### src/rtl/alsu_pkg.sv
// Shared definitions for the registered arithmetic/logic/shift unit:
// operand/result widths, opcode encodings and the stage-1 capture record.
package alsu_pkg;

    localparam int OPND_W = 3;
    localparam int RES_W  = 6;
    localparam int LED_W  = 16;

    localparam logic [2:0] OP_AND   = 3'b000;
    localparam logic [2:0] OP_XOR   = 3'b001;
    localparam logic [2:0] OP_ADD   = 3'b010;
    localparam logic [2:0] OP_MUL   = 3'b011;
    localparam logic [2:0] OP_SHIFT = 3'b100;
    localparam logic [2:0] OP_ROT   = 3'b101;

    typedef struct packed {
        logic [OPND_W-1:0] a;
        logic [OPND_W-1:0] b;
        logic [2:0]        opcode;
        logic              cin;
        logic              serial_in;
        logic              direction;
        logic              red_op_a;
        logic              red_op_b;
        logic              bypass_a;
        logic              bypass_b;
    } stage1_t;

    localparam int S1_W = $bits(stage1_t);

    // Operand B wins when only its flag is set, or when both are set and B has priority.
    function automatic logic pick_b(input logic flag_a, input logic flag_b, input logic prio_b);
        return flag_b & (~flag_a | prio_b);
    endfunction

endpackage

### src/rtl/led_blinker.sv
// Blink divider: while en is high the LED bank alternates all-on/all-off every
// BLINK_DIV cycles, starting all-on; dropping en blanks the bank and clears the divider.
module led_blinker
    import alsu_pkg::*;
#(
    parameter int BLINK_DIV = 50_000_000
) (
    input  logic             clk,
    input  logic             rst,
    input  logic             en,
    output logic [LED_W-1:0] leds
);

    localparam int              CNT_W    = (BLINK_DIV > 1) ? $clog2(BLINK_DIV) : 1;
    localparam logic [CNT_W-1:0] CNT_LAST = CNT_W'(BLINK_DIV - 1);

    logic [CNT_W-1:0] cnt_r;
    logic             dark_r;

    // Divider and phase toggle; both held clear whenever the unit is valid.
    always_ff @(posedge clk) begin
        if (rst) begin
            cnt_r  <= {CNT_W{1'b0}};
            dark_r <= 1'b0;
        end else if (!en) begin
            cnt_r  <= {CNT_W{1'b0}};
            dark_r <= 1'b0;
        end else if (cnt_r == CNT_LAST) begin
            cnt_r  <= {CNT_W{1'b0}};
            dark_r <= ~dark_r;
        end else begin
            cnt_r  <= cnt_r + CNT_W'(1);
            dark_r <= dark_r;
        end
    end

    // Gated by the registered en so the bank lights on the very cycle invalid rises.
    assign leds = (en && !dark_r) ? {LED_W{1'b1}} : {LED_W{1'b0}};

endmodule

### src/rtl/alsu_core.sv
// Two-stage arithmetic/logic/shift unit: inputs captured in stage 1, decoded
// result and invalid flag registered in stage 2; shift/rotate act on the held result.
module alsu_core
    import alsu_pkg::*;
#(
    parameter string INPUT_PRIORITY = "A",
    parameter string FULL_ADDER     = "ON",
    parameter int    BLINK_DIV      = 50_000_000
) (
    input  logic              clk,
    input  logic              rst,
    input  logic [OPND_W-1:0] A,
    input  logic [OPND_W-1:0] B,
    input  logic [2:0]        opcode,
    input  logic              cin,
    input  logic              serial_in,
    input  logic              direction,
    input  logic              red_op_A,
    input  logic              red_op_B,
    input  logic              bypass_A,
    input  logic              bypass_B,
    output logic [RES_W-1:0]  result,
    output logic              invalid,
    output logic [LED_W-1:0]  leds
);

    localparam logic PRIO_B_C = (INPUT_PRIORITY == "B") ? 1'b1 : 1'b0;
    localparam logic FA_ON_C  = (FULL_ADDER == "ON") ? 1'b1 : 1'b0;

    stage1_t          s1_r;
    stage1_t          s1_next_s;
    logic [RES_W-1:0] result_r;
    logic [RES_W-1:0] result_next_s;
    logic             invalid_r;
    logic             invalid_next_s;
    logic             red_any_s;
    logic             op_illegal_s;
    logic [OPND_W-1:0] red_opnd_s;

    assign s1_next_s = {A, B, opcode, cin, serial_in, direction,
                        red_op_A, red_op_B, bypass_A, bypass_B};

    // Stage 1: capture every input each cycle.
    always_ff @(posedge clk) begin
        if (rst) begin
            s1_r <= stage1_t'({S1_W{1'b0}});
        end else begin
            s1_r <= s1_next_s;
        end
    end

    assign red_any_s    = s1_r.red_op_a | s1_r.red_op_b;
    assign op_illegal_s = (s1_r.opcode == 3'b110) || (s1_r.opcode == 3'b111) ||
                          (red_any_s && (s1_r.opcode != OP_AND) && (s1_r.opcode != OP_XOR));
    assign red_opnd_s   = pick_b(s1_r.red_op_a, s1_r.red_op_b, PRIO_B_C) ? s1_r.b : s1_r.a;

    // Stage 2 decode: bypass, then illegal combinations, then the opcode datapath.
    always_comb begin
        result_next_s  = {RES_W{1'b0}};
        invalid_next_s = 1'b0;
        if (s1_r.bypass_a || s1_r.bypass_b) begin
            if (pick_b(s1_r.bypass_a, s1_r.bypass_b, PRIO_B_C)) begin
                result_next_s = {3'b000, s1_r.b};
            end else begin
                result_next_s = {3'b000, s1_r.a};
            end
        end else if (op_illegal_s) begin
            invalid_next_s = 1'b1;
            result_next_s  = {RES_W{1'b0}};
        end else begin
            case (s1_r.opcode)
                OP_AND: begin
                    if (red_any_s) begin
                        result_next_s = {5'b00000, &red_opnd_s};
                    end else begin
                        result_next_s = {3'b000, s1_r.a & s1_r.b};
                    end
                end
                OP_XOR: begin
                    if (red_any_s) begin
                        result_next_s = {5'b00000, ^red_opnd_s};
                    end else begin
                        result_next_s = {3'b000, s1_r.a ^ s1_r.b};
                    end
                end
                OP_ADD:   result_next_s = {3'b000, s1_r.a} + {3'b000, s1_r.b} +
                                          {5'b00000, s1_r.cin & FA_ON_C};
                OP_MUL:   result_next_s = {3'b000, s1_r.a} * {3'b000, s1_r.b};
                OP_SHIFT: begin
                    if (s1_r.direction) begin
                        result_next_s = {result_r[4:0], s1_r.serial_in};
                    end else begin
                        result_next_s = {s1_r.serial_in, result_r[5:1]};
                    end
                end
                OP_ROT: begin
                    if (s1_r.direction) begin
                        result_next_s = {result_r[4:0], result_r[5]};
                    end else begin
                        result_next_s = {result_r[0], result_r[5:1]};
                    end
                end
                default: result_next_s = {RES_W{1'b0}};
            endcase
        end
    end

    // Stage 2 output register.
    always_ff @(posedge clk) begin
        if (rst) begin
            result_r  <= {RES_W{1'b0}};
            invalid_r <= 1'b0;
        end else begin
            result_r  <= result_next_s;
            invalid_r <= invalid_next_s;
        end
    end

    assign result  = result_r;
    assign invalid = invalid_r;

    led_blinker #(
        .BLINK_DIV(BLINK_DIV)
    ) u_led_blinker (
        .clk (clk),
        .rst (rst),
        .en  (invalid_r),
        .leds(leds)
    );

endmodule

### config.mk
export PLATFORM = sky130hd
export DESIGN_NAME = alsu_core
export DESIGN_NICKNAME = d
export VERILOG_FILES = /design/src/rtl/alsu_pkg.sv /design/src/rtl/led_blinker.sv /design/src/rtl/alsu_core.sv
export SDC_FILE = /design/constraint.sdc
export NUM_CORES = 1
export LEC_CHECK = 0
export BUFFER_PORTS_ARGS = -buffer_cell sky130_fd_sc_hd__buf_2
export CAP_MARGIN = 10
export CORE_MARGIN = 2
export CORE_UTILIZATION = 40
export CTS_BUF_LIST = sky130_fd_sc_hd__clkbuf_8 sky130_fd_sc_hd__clkbuf_16
export DETAILED_ROUTE_END_ITERATION = 6
export PLACE_DENSITY_LB_ADDON = 0.12
export SLEW_MARGIN = 5
export SYNTH_ARGS = -nofsm -noshare
export SYNTH_HDL_FRONTEND = slang
export SYNTH_HIERARCHICAL = 1
export SYNTH_SLANG_ARGS = --single-unit
### constraint.sdc
create_clock -name clk -period 5.6 [get_ports clk]
set_input_delay 0.84 -clock clk [delete_from_list [all_inputs] [get_ports clk]]
set_output_delay 0.84 -clock clk [all_outputs]
set_load 0.005 [all_outputs]
==> results of run 1 <==
==> power by group <==
| part | leakage, uW | switching, uW | internal (uW) |
|---|---|---|---|
| Clock | 0.0000524 | 113 | 98.0 |
| Sequential | 0.000408 | 14.7 | 363 |
| Combinational | 0.000641 | 25.9 | 31.6 |
==> Yosys cell counts (all sizes together), types with 2 or more instances <==
cell type  number  area, sq um
dfxtp          50         1001
nor2           30        115.1
buf            24        175.2
nor2b          20        125.1
nand2          17        63.81
a21oi          16        83.83
xnor2          13        113.9
ha             10        125.1
mux2i          10        100.1
or4            10        82.58
nand3           9        50.05
o31ai           8        65.06
or3             8        60.06
o21ai           7        46.30
inv             5        18.77
nand4           5        31.28
nor3            5        25.02
and2            4        25.02
fa              4        80.08
nand3b          4        42.54
nor4            4        25.02
a211oi          3        22.52
clkbuf          3        11.26
mux2            3        33.78
nand2b          3        18.77
xor2            3        26.28
a21o            2        15.01
and3            2        12.51
nor3b           2        15.01
nor4b           2        17.52
o21a            2        16.27
o22a            2        17.52
or2             2        12.52
==> metal layers <==
layer	up-vias	wire, um
met5	-	0
met4	0	27
met3	2	223
met2	46	2187
met1	986	2860
li1	1117	-
==> state kept, by name (all words and copies together), names as in the netlist <==
name,cells
s1_r,16
u_led_blinker/cnt_r,26
u_led_blinker/dark_r,1
result,6
invalid,1
==> logic make-up (layout without fill, tap and decap cells) <==
family          after synthesis  in the layout
compound gates               53             53
xor+xnor                     16             16
fa+ha+maj                    14             14
buf+inv                      32             54
flops                        50             50
mux                          13             13
simple gates                127            127
==> per-stage QoR <==
step	worst slack, ps	power [uW]	cells	cell area, sq um
final	3076	646.5	407	3000
after global routing	2848	680.9	407	3000
after CTS	3029	658.8	407	3000
after detailed placement	3050	444.6	399	2909
after global placement	3092	444.4	399	2909
after floorplan	3279	430.2	305	2788
==> worst reg2reg max path: stages (launching register included) <==
cell	delay, ps
dfxtp_1	390
nand4_1	370
or3_4	590
o31ai_2	670
buf_4	340
nor2_1	70
==> worst paths after layout <==
| kind | start | to |
|---|---|---|
| max | u_led_blinker/cnt_r[3]$_SDFF_PP0_ | u_led_blinker/cnt_r[10]$_SDFF_PP0_ |
| min | u_led_blinker/cnt_r[0]$_SDFF_PP0_ | u_led_blinker/cnt_r[0]$_SDFF_PP0_ |
| max reg2reg | u_led_blinker/cnt_r[3]$_SDFF_PP0_ | u_led_blinker/cnt_r[10]$_SDFF_PP0_ |
| min reg2reg | u_led_blinker/cnt_r[0]$_SDFF_PP0_ | u_led_blinker/cnt_r[0]$_SDFF_PP0_ |
==> cell type report <==
class,count,area share (%)
well taps,80,3.336
clock inverters,2,0.2919
flip-flops and latches,50,33.36
clock buffers,6,2.752
repair buffers,41,6.922
multi-input cells,223,52.71
inverters,5,0.6255
==> impl_metrics.env, run 1 <==
export IMPL_slew_viol_final=0
export IMPL_fillCellCount=677
export IMPL_synth_mux_area_share_pct=4.803
export IMPL_floorplan_core_area_sq_mm=0.006756
export IMPL_yosys_area_share_simple_pct=25.90
export IMPL_worstSetupStartpointType="register"
export IMPL_synth_top_flop_cell="dfxtp_1"
export IMPL_register_to_register_path_setup_slack_ps=3080
export IMPL_synthesis_instances=305
export IMPL_clock_root_buffer="clkbuf_8"
export IMPL_cpMaxStageDelayCell="o31ai_2"
export IMPL_synth_top_family_by_area="simple AND/OR/NAND/NOR gates"
export IMPL_tritoncts="yes"
export IMPL_mappedNetlistArea_sq_mm=0.002788
export IMPL_drive_gt1_share_pct=18.35
export IMPL_via_per_inst=5.285
export IMPL_worst_path_stages=5
export IMPL_layout_common_cells="50 x dfxtp_1, 40 x buf_2, 29 x nor2_1"
export IMPL_leading_cell_type_in_the_layout_fill_and_taps_excluded="dfxtp_1"
export IMPL_post_cts_repair_setup_buffers=0
export IMPL_grt_pass1_wl_um=9059
export IMPL_fp_dieArea_sq_mm=0.007653
export IMPL_final_min_period_over_clock_period_pct=45.06
export IMPL_busiest_layer="met2"
export IMPL_xor_xnor_fraction_of_synth_area_pct=5.027
export IMPL_row_count=30
export IMPL_grt_max_degree=24
export IMPL_syn_num_nets=337
export IMPL_route_final_wire_length_um=5299
export IMPL_layout_core_utilization_pct=44.41
export IMPL_dp_hpwl_um=3965
export IMPL_length_of_the_first_detailed_routing_pass_in_iterations=4
export IMPL_detail_route_drc_violations=0
export IMPL_critical_path_endpoint_type="register"
export IMPL_timing_fmax_mhz=396.3
export IMPL_start_util_pct=41.26
export IMPL_slowest_delay_ps=660
export IMPL_grt_usage_pct=14.79
export IMPL_synthesis_yosys_warnings=6
export IMPL_required_ps=5790
export IMPL_synth_area_in_adders_pct=7.361
export IMPL_num_ports=41
export IMPL_antenna_found_initial=0
export IMPL_clk_latency_ps=300
export IMPL_clock_sinks=50
export IMPL_cts_reportedPaths_clkPinSlew_ps=90
export IMPL_outcome="finished, final reports clean"
export IMPL_dieWidth_um=87.48
export IMPL_regArea_sq_mm=0.001001
export IMPL_netlist_cell_type_count=58
export IMPL_gp_routability_congestion=0.7437
export IMPL_path_cells="nand4_1 > or3_4 > o31ai_2 > buf_4 > nor2_1"
export IMPL_min_delay_path_depth=1
export IMPL_finClkSkew_ps=9.541
export IMPL_power_leakage_uw=0.001101
export IMPL_postCtsHoldBufs=0
export IMPL_grt_use_met1_pct=21.21
export IMPL_rel_slew_slack_pct=47.08
export IMPL_setup_violations_final=0
export IMPL_detail_route_antenna_nets=0
export IMPL_vias=2151
export IMPL_buffer_ports_inserted=40
export IMPL_setup_repair_after_global_routing_missed_its_margin="no"
export IMPL_h_tree_depth=2
export IMPL_syn_mean_instance_area_sq_um=9.140
export IMPL_drv_max_cap_violation_count=0
export IMPL_critical_path_class="register to register"
export IMPL_setup_tns_final_ps=0
export IMPL_number_of_enable_type_register_cells_in_the_synthesized_netlist=0
export IMPL_clockBufferDepth=2
export IMPL_async_reset_ff_share_pct=0
export IMPL_timing_worst_slew_pin_value_ps=789.1
export IMPL_drt_iter0_drc=77
export IMPL_numCtsBuffers=5
export IMPL_class_of_the_worst_hold_path="register to register"
export IMPL_synth_seq_cells=50
export IMPL_cts_resized=0
export IMPL_worst_hold_slack_ps=478.7
export IMPL_peakVddDrop_mv=0.09069
export IMPL_critical_path_peak_fanout=15
export IMPL_die_height_um=87.48
export IMPL_critical_path_top_delay_family="simple AND/OR/NAND/NOR gates"
export IMPL_routed_wire_length_per_instance_um=13.02
export IMPL_ys_seq_area_share_pct=35.91
export IMPL_first_global_vias=1976
export IMPL_area_growth_syn_to_layout_pct=7.630
export IMPL_r2r_worst_path_cells=5
export IMPL_period_minus_slack_ps=2524
export IMPL_final_hold_violation_count=0
export IMPL_grt_met3_usage_pct=2.559
export IMPL_worst_ep_arrival_time_ps=2720
export IMPL_design_final_nets=358
export IMPL_met2_resource_use_gr_pct=22.73
export IMPL_grt_overflow=0
export IMPL_crit_buf_inv=1
export IMPL_multi_input_area_sq_mm=0.001582
export IMPL_diodes=0
export IMPL_synthesized_area_fraction_occupied_by_ao_oa_aoi_and_oai_cells_pct=13.64
export IMPL_pwr_density_cell_mw_per_mm2=215.5
(Power assumes the default switching activity.)
==> run 2: changes to the inputs <==
--- a/config.mk
+++ b/config.mk
@@ -5,6 +5,7 @@
 export SDC_FILE = /design/constraint.sdc
 export NUM_CORES = 1
 export LEC_CHECK = 0
+export ABC_AREA = 1
 export BUFFER_PORTS_ARGS = -buffer_cell sky130_fd_sc_hd__buf_2
 export CAP_MARGIN = 10
 export CORE_MARGIN = 2
==> constraint.sdc (replaced) <==
create_clock -name clk -period 2.3 [get_ports clk]
set_input_delay 0.345 -clock clk [delete_from_list [all_inputs] [get_ports clk]]
set_output_delay 0.345 -clock clk [all_outputs]
set_load 0.005 [all_outputs]
==> run 2 against run 1 <==
Net effect:
- utilization increased by 1.1 points
- hold slack got worse by 230 ps
- fmax increased by 16%
- clock-buffer cell count decreased by 1
- clock skew increased by 2.6 ps
- via count increased by 21%
- non-clock buffer count increased by 1
- cell area increased by 11%
- final cell count increased by 43%
- routed wire length increased by 16%
- sequential cell count unchanged
- critical path type unchanged
- largest power group unchanged
==> impl_metrics.env, run 2 <==
export IMPL_synth_top_cells_by_area="dfxtp_1 33%, nand2_1 15%, nor2_1 11%"
export IMPL_drv_max_cap_violation_count=0
export IMPL_design_final_nets=516
export IMPL_buffer_ports_inserted=40
export IMPL_synth_commonest_cells="119 x nand2_1, 92 x nor2_1, 64 x inv_1, 50 x dfxtp_1, 22 x nand3_1"
export IMPL_critical_path_peak_fanout=3
export IMPL_postCtsHoldBufs=0
export IMPL_worstSetupStartpointType="register"
export IMPL_p_int_uw=1274
export IMPL_required_ps=2490
export IMPL_synth_top_flop_cell="dfxtp_1"
export IMPL_fillCellCount=808
export IMPL_dp_hpwl_um=4956
export IMPL_synthesis_instances=455
export IMPL_detail_route_drc_violations=0
export IMPL_h_tree_depth=2
export IMPL_cts_reportedPaths_clkPinSlew_ps=90
export IMPL_drt_iter0_drc=94
export IMPL_first_global_vias=2461
export IMPL_setup_tns_final_ps=0
export IMPL_critical_path_most_common_cell="inv_1"
export IMPL_number_of_enable_type_register_cells_in_the_synthesized_netlist=0
export IMPL_layout_common_cells="119 x nand2_1, 92 x nor2_1, 64 x inv_1"
export IMPL_crit_buf_inv=3
export IMPL_row_count=31
export IMPL_synthesis_yosys_warnings=6
export IMPL_clock_power_share_pct=36.1
export IMPL_path_cells="ha_1 > inv_1 > fa_1 > inv_1 > ha_1 > fa_1 > xnor2_1 > o32ai_1 > inv_1 > nor2_1"
export IMPL_syn_mean_instance_area_sq_um=6.644
export IMPL_routed_wire_length_per_instance_um=10.51
export IMPL_clock_sinks=50
export IMPL_route_final_wire_length_um=6135
export IMPL_area_growth_syn_to_layout_pct=9.685
export IMPL_via_per_inst=4.459
export IMPL_grt_usage_pct=15.73
export IMPL_yosys_cell_count_top_type="nand2_1"
export IMPL_dieWidth_um=90.93
export IMPL_setup_repair_after_global_routing_missed_its_margin="no"
export IMPL_final_design_area_no_fill_sq_mm=0.003316
export IMPL_critical_path_top_delay_family="adder cells"
export IMPL_worst_ep_arrival_time_ps=2370
export IMPL_syn_num_nets=487
export IMPL_netlist_cell_type_count=35
export IMPL_pwr_density_cell_mw_per_mm2=506.8
export IMPL_fp_dieArea_sq_mm=0.008268
export IMPL_clockBufferDepth=2
export IMPL_final_min_period_over_clock_period_pct=94.76
export IMPL_async_reset_ff_share_pct=0
export IMPL_multi_input_area_sq_mm=0.001608
export IMPL_tritoncts="yes"
export IMPL_clock_root_buffer="clkbuf_8"
export IMPL_detail_route_antenna_nets=0
export IMPL_leading_cell_type_in_the_layout_fill_and_taps_excluded="nand2_1"
export IMPL_slew_viol_final=0
export IMPL_class_of_the_worst_hold_path="input pin to register"
export IMPL_largest_reg_flops=26
export IMPL_rel_slew_slack_pct=58.99
export IMPL_netSwitchingFraction_pct=24.17
export IMPL_start_util_pct=41.46
export IMPL_mappedNetlistArea_sq_mm=0.003023
export IMPL_numCtsBuffers=5
export IMPL_final_hold_violation_count=0
export IMPL_grt_overflow=0
export IMPL_ys_seq_area_share_pct=33.11
export IMPL_diodes=0
export IMPL_period_minus_slack_ps=2179
export IMPL_finClkSkew_ps=12.12
export IMPL_seq_power_share_pct=53.9
export IMPL_vias=2604
export IMPL_regArea_sq_mm=0.001001
export IMPL_peakVddDrop_mv=0.2860
export IMPL_gp_routability_congestion=0.8282
export IMPL_cpMaxStageDelayCell="fa_1"
export IMPL_critical_path_endpoint_type="register"
export IMPL_num_ports=41
export IMPL_slowest_delay_ps=540
export IMPL_top_register="u_led_blinker/cnt_r"
export IMPL_worst_hold_slack_ps=248.3
export IMPL_cts_resized=0
export IMPL_clk_latency_ps=300
export IMPL_cell_taking_the_most_area_after_synthesis="dfxtp_1"
export IMPL_setup_violations_final=0
export IMPL_length_of_the_first_detailed_routing_pass_in_iterations=6
export IMPL_antenna_found_initial=0
export IMPL_grt_max_degree=27
export IMPL_synth_seq_cells=50
export IMPL_placement_stage_cell_area_sq_mm=0.003207
export IMPL_synth_top_cell_area_share_pct=33.11
export IMPL_drive_gt1_share_pct=16.08
export IMPL_outcome="finished, final reports clean"
export IMPL_grt_pass1_wl_um=10870
export IMPL_critical_path_class="register to register"
export IMPL_timing_fmax_mhz=458.8
export IMPL_share_comb_of_total_power_pct=9.9
export IMPL_net_switching_power_uw=406.1
export IMPL_post_cts_repair_setup_buffers=0
export IMPL_die_height_um=90.93
export IMPL_power_leakage_uw=0.001493
export IMPL_floorplan_core_area_sq_mm=0.007292
export IMPL_timing_worst_slew_pin_value_ps=613.0
## run 2: cell types whose count changed after synthesis, sizes merged, moves of 15 or more
cell	delta
inv	+64
nand2	+109
nand3	+15
nor2	+72
nor2b	-20
## run 2: path summary, 6_finish.rpt
path	start	to	slack, ps	cells past startpoint
worst max-delay path	s1_r[11]$_SDFF_PP0_	result[4]$_SDFF_PP0_	120	10
worst min-delay path	B[1]	s1_r[11]$_SDFF_PP0_	250	3
worst max register to register	s1_r[11]$_SDFF_PP0_	result[4]$_SDFF_PP0_	120	10
worst min register to register	u_led_blinker/cnt_r[0]$_SDFF_PP0_	u_led_blinker/cnt_r[0]$_SDFF_PP0_	470	1
## run 2: cells by family (layout without fill, tap and decap cells)
family / Yosys count / in the layout / synth area share [%]
and+or+nand+nor: 261 / 261 / 37.13
buffers and inverters: 89 / 119 / 13.70
DFF: 50 / 50 / 33.11
AOI/OAI and AO/OA: 29 / 29 / 5.794
adders and majority gates: 14 / 14 / 6.788
xor gates and xnor gates: 12 / 12 / 3.477
## run 2: worst register-to-register path, stage by stage, from the launching register on
cell     delay [ps]
dfxtp_1         350
ha_1            150
inv_1            70
fa_1            540
inv_1            40
ha_1            220
fa_1            380
xnor2_1         170
o32ai_1          90
inv_1            50
nor2_1           30
## run 2: power by group through the flow
stage | Sequential, uW | Combinational (uW) | Clock (uW)
2_1_floorplan | 923 | 127 | 0
3_3_place_gp | 926 | 169 | 0
3_5_place_dp | 927 | 167 | 0
4_1_cts | 907 | 168 | 629
5_1_grt | 911 | 194 | 662
6_report | 906 | 167 | 607
## run 2: layer usage
metal  up-vias  track usage, %  wire length (um)
met3         2           3.154               295
met4         0           3.409                38
met2        57           24.94              2548
met5         -               0                 0
met1      1118           22.15              3252
li1       1427               -                 -
## run 2: cell type report
| class | count | share of cell area (%) |
|---|---|---|
| clock buffers | 5 | 2.075 |
| clock inverters | 3 | 1.208 |
| inverters | 69 | 7.811 |
| multi-input cells | 316 | 48.49 |
| flip-flops and latches | 50 | 30.19 |
| well taps | 99 | 3.736 |
| repair buffers | 42 | 6.491 |
## run 2: metrics by stage
stage | cells | utilization, % | total power [uW] | setup WS, ps
global placement | 576 | 43.98 | 1095 | 168.2
finish | 584 | 45.47 | 1681 | 120.5
floorplan | 455 | - | 1049 | 125.2
CTS | 584 | 45.47 | 1704 | 103.4
detailed placement | 576 | 43.98 | 1094 | 109.2
global route | 584 | 45.47 | 1767 | 6.272
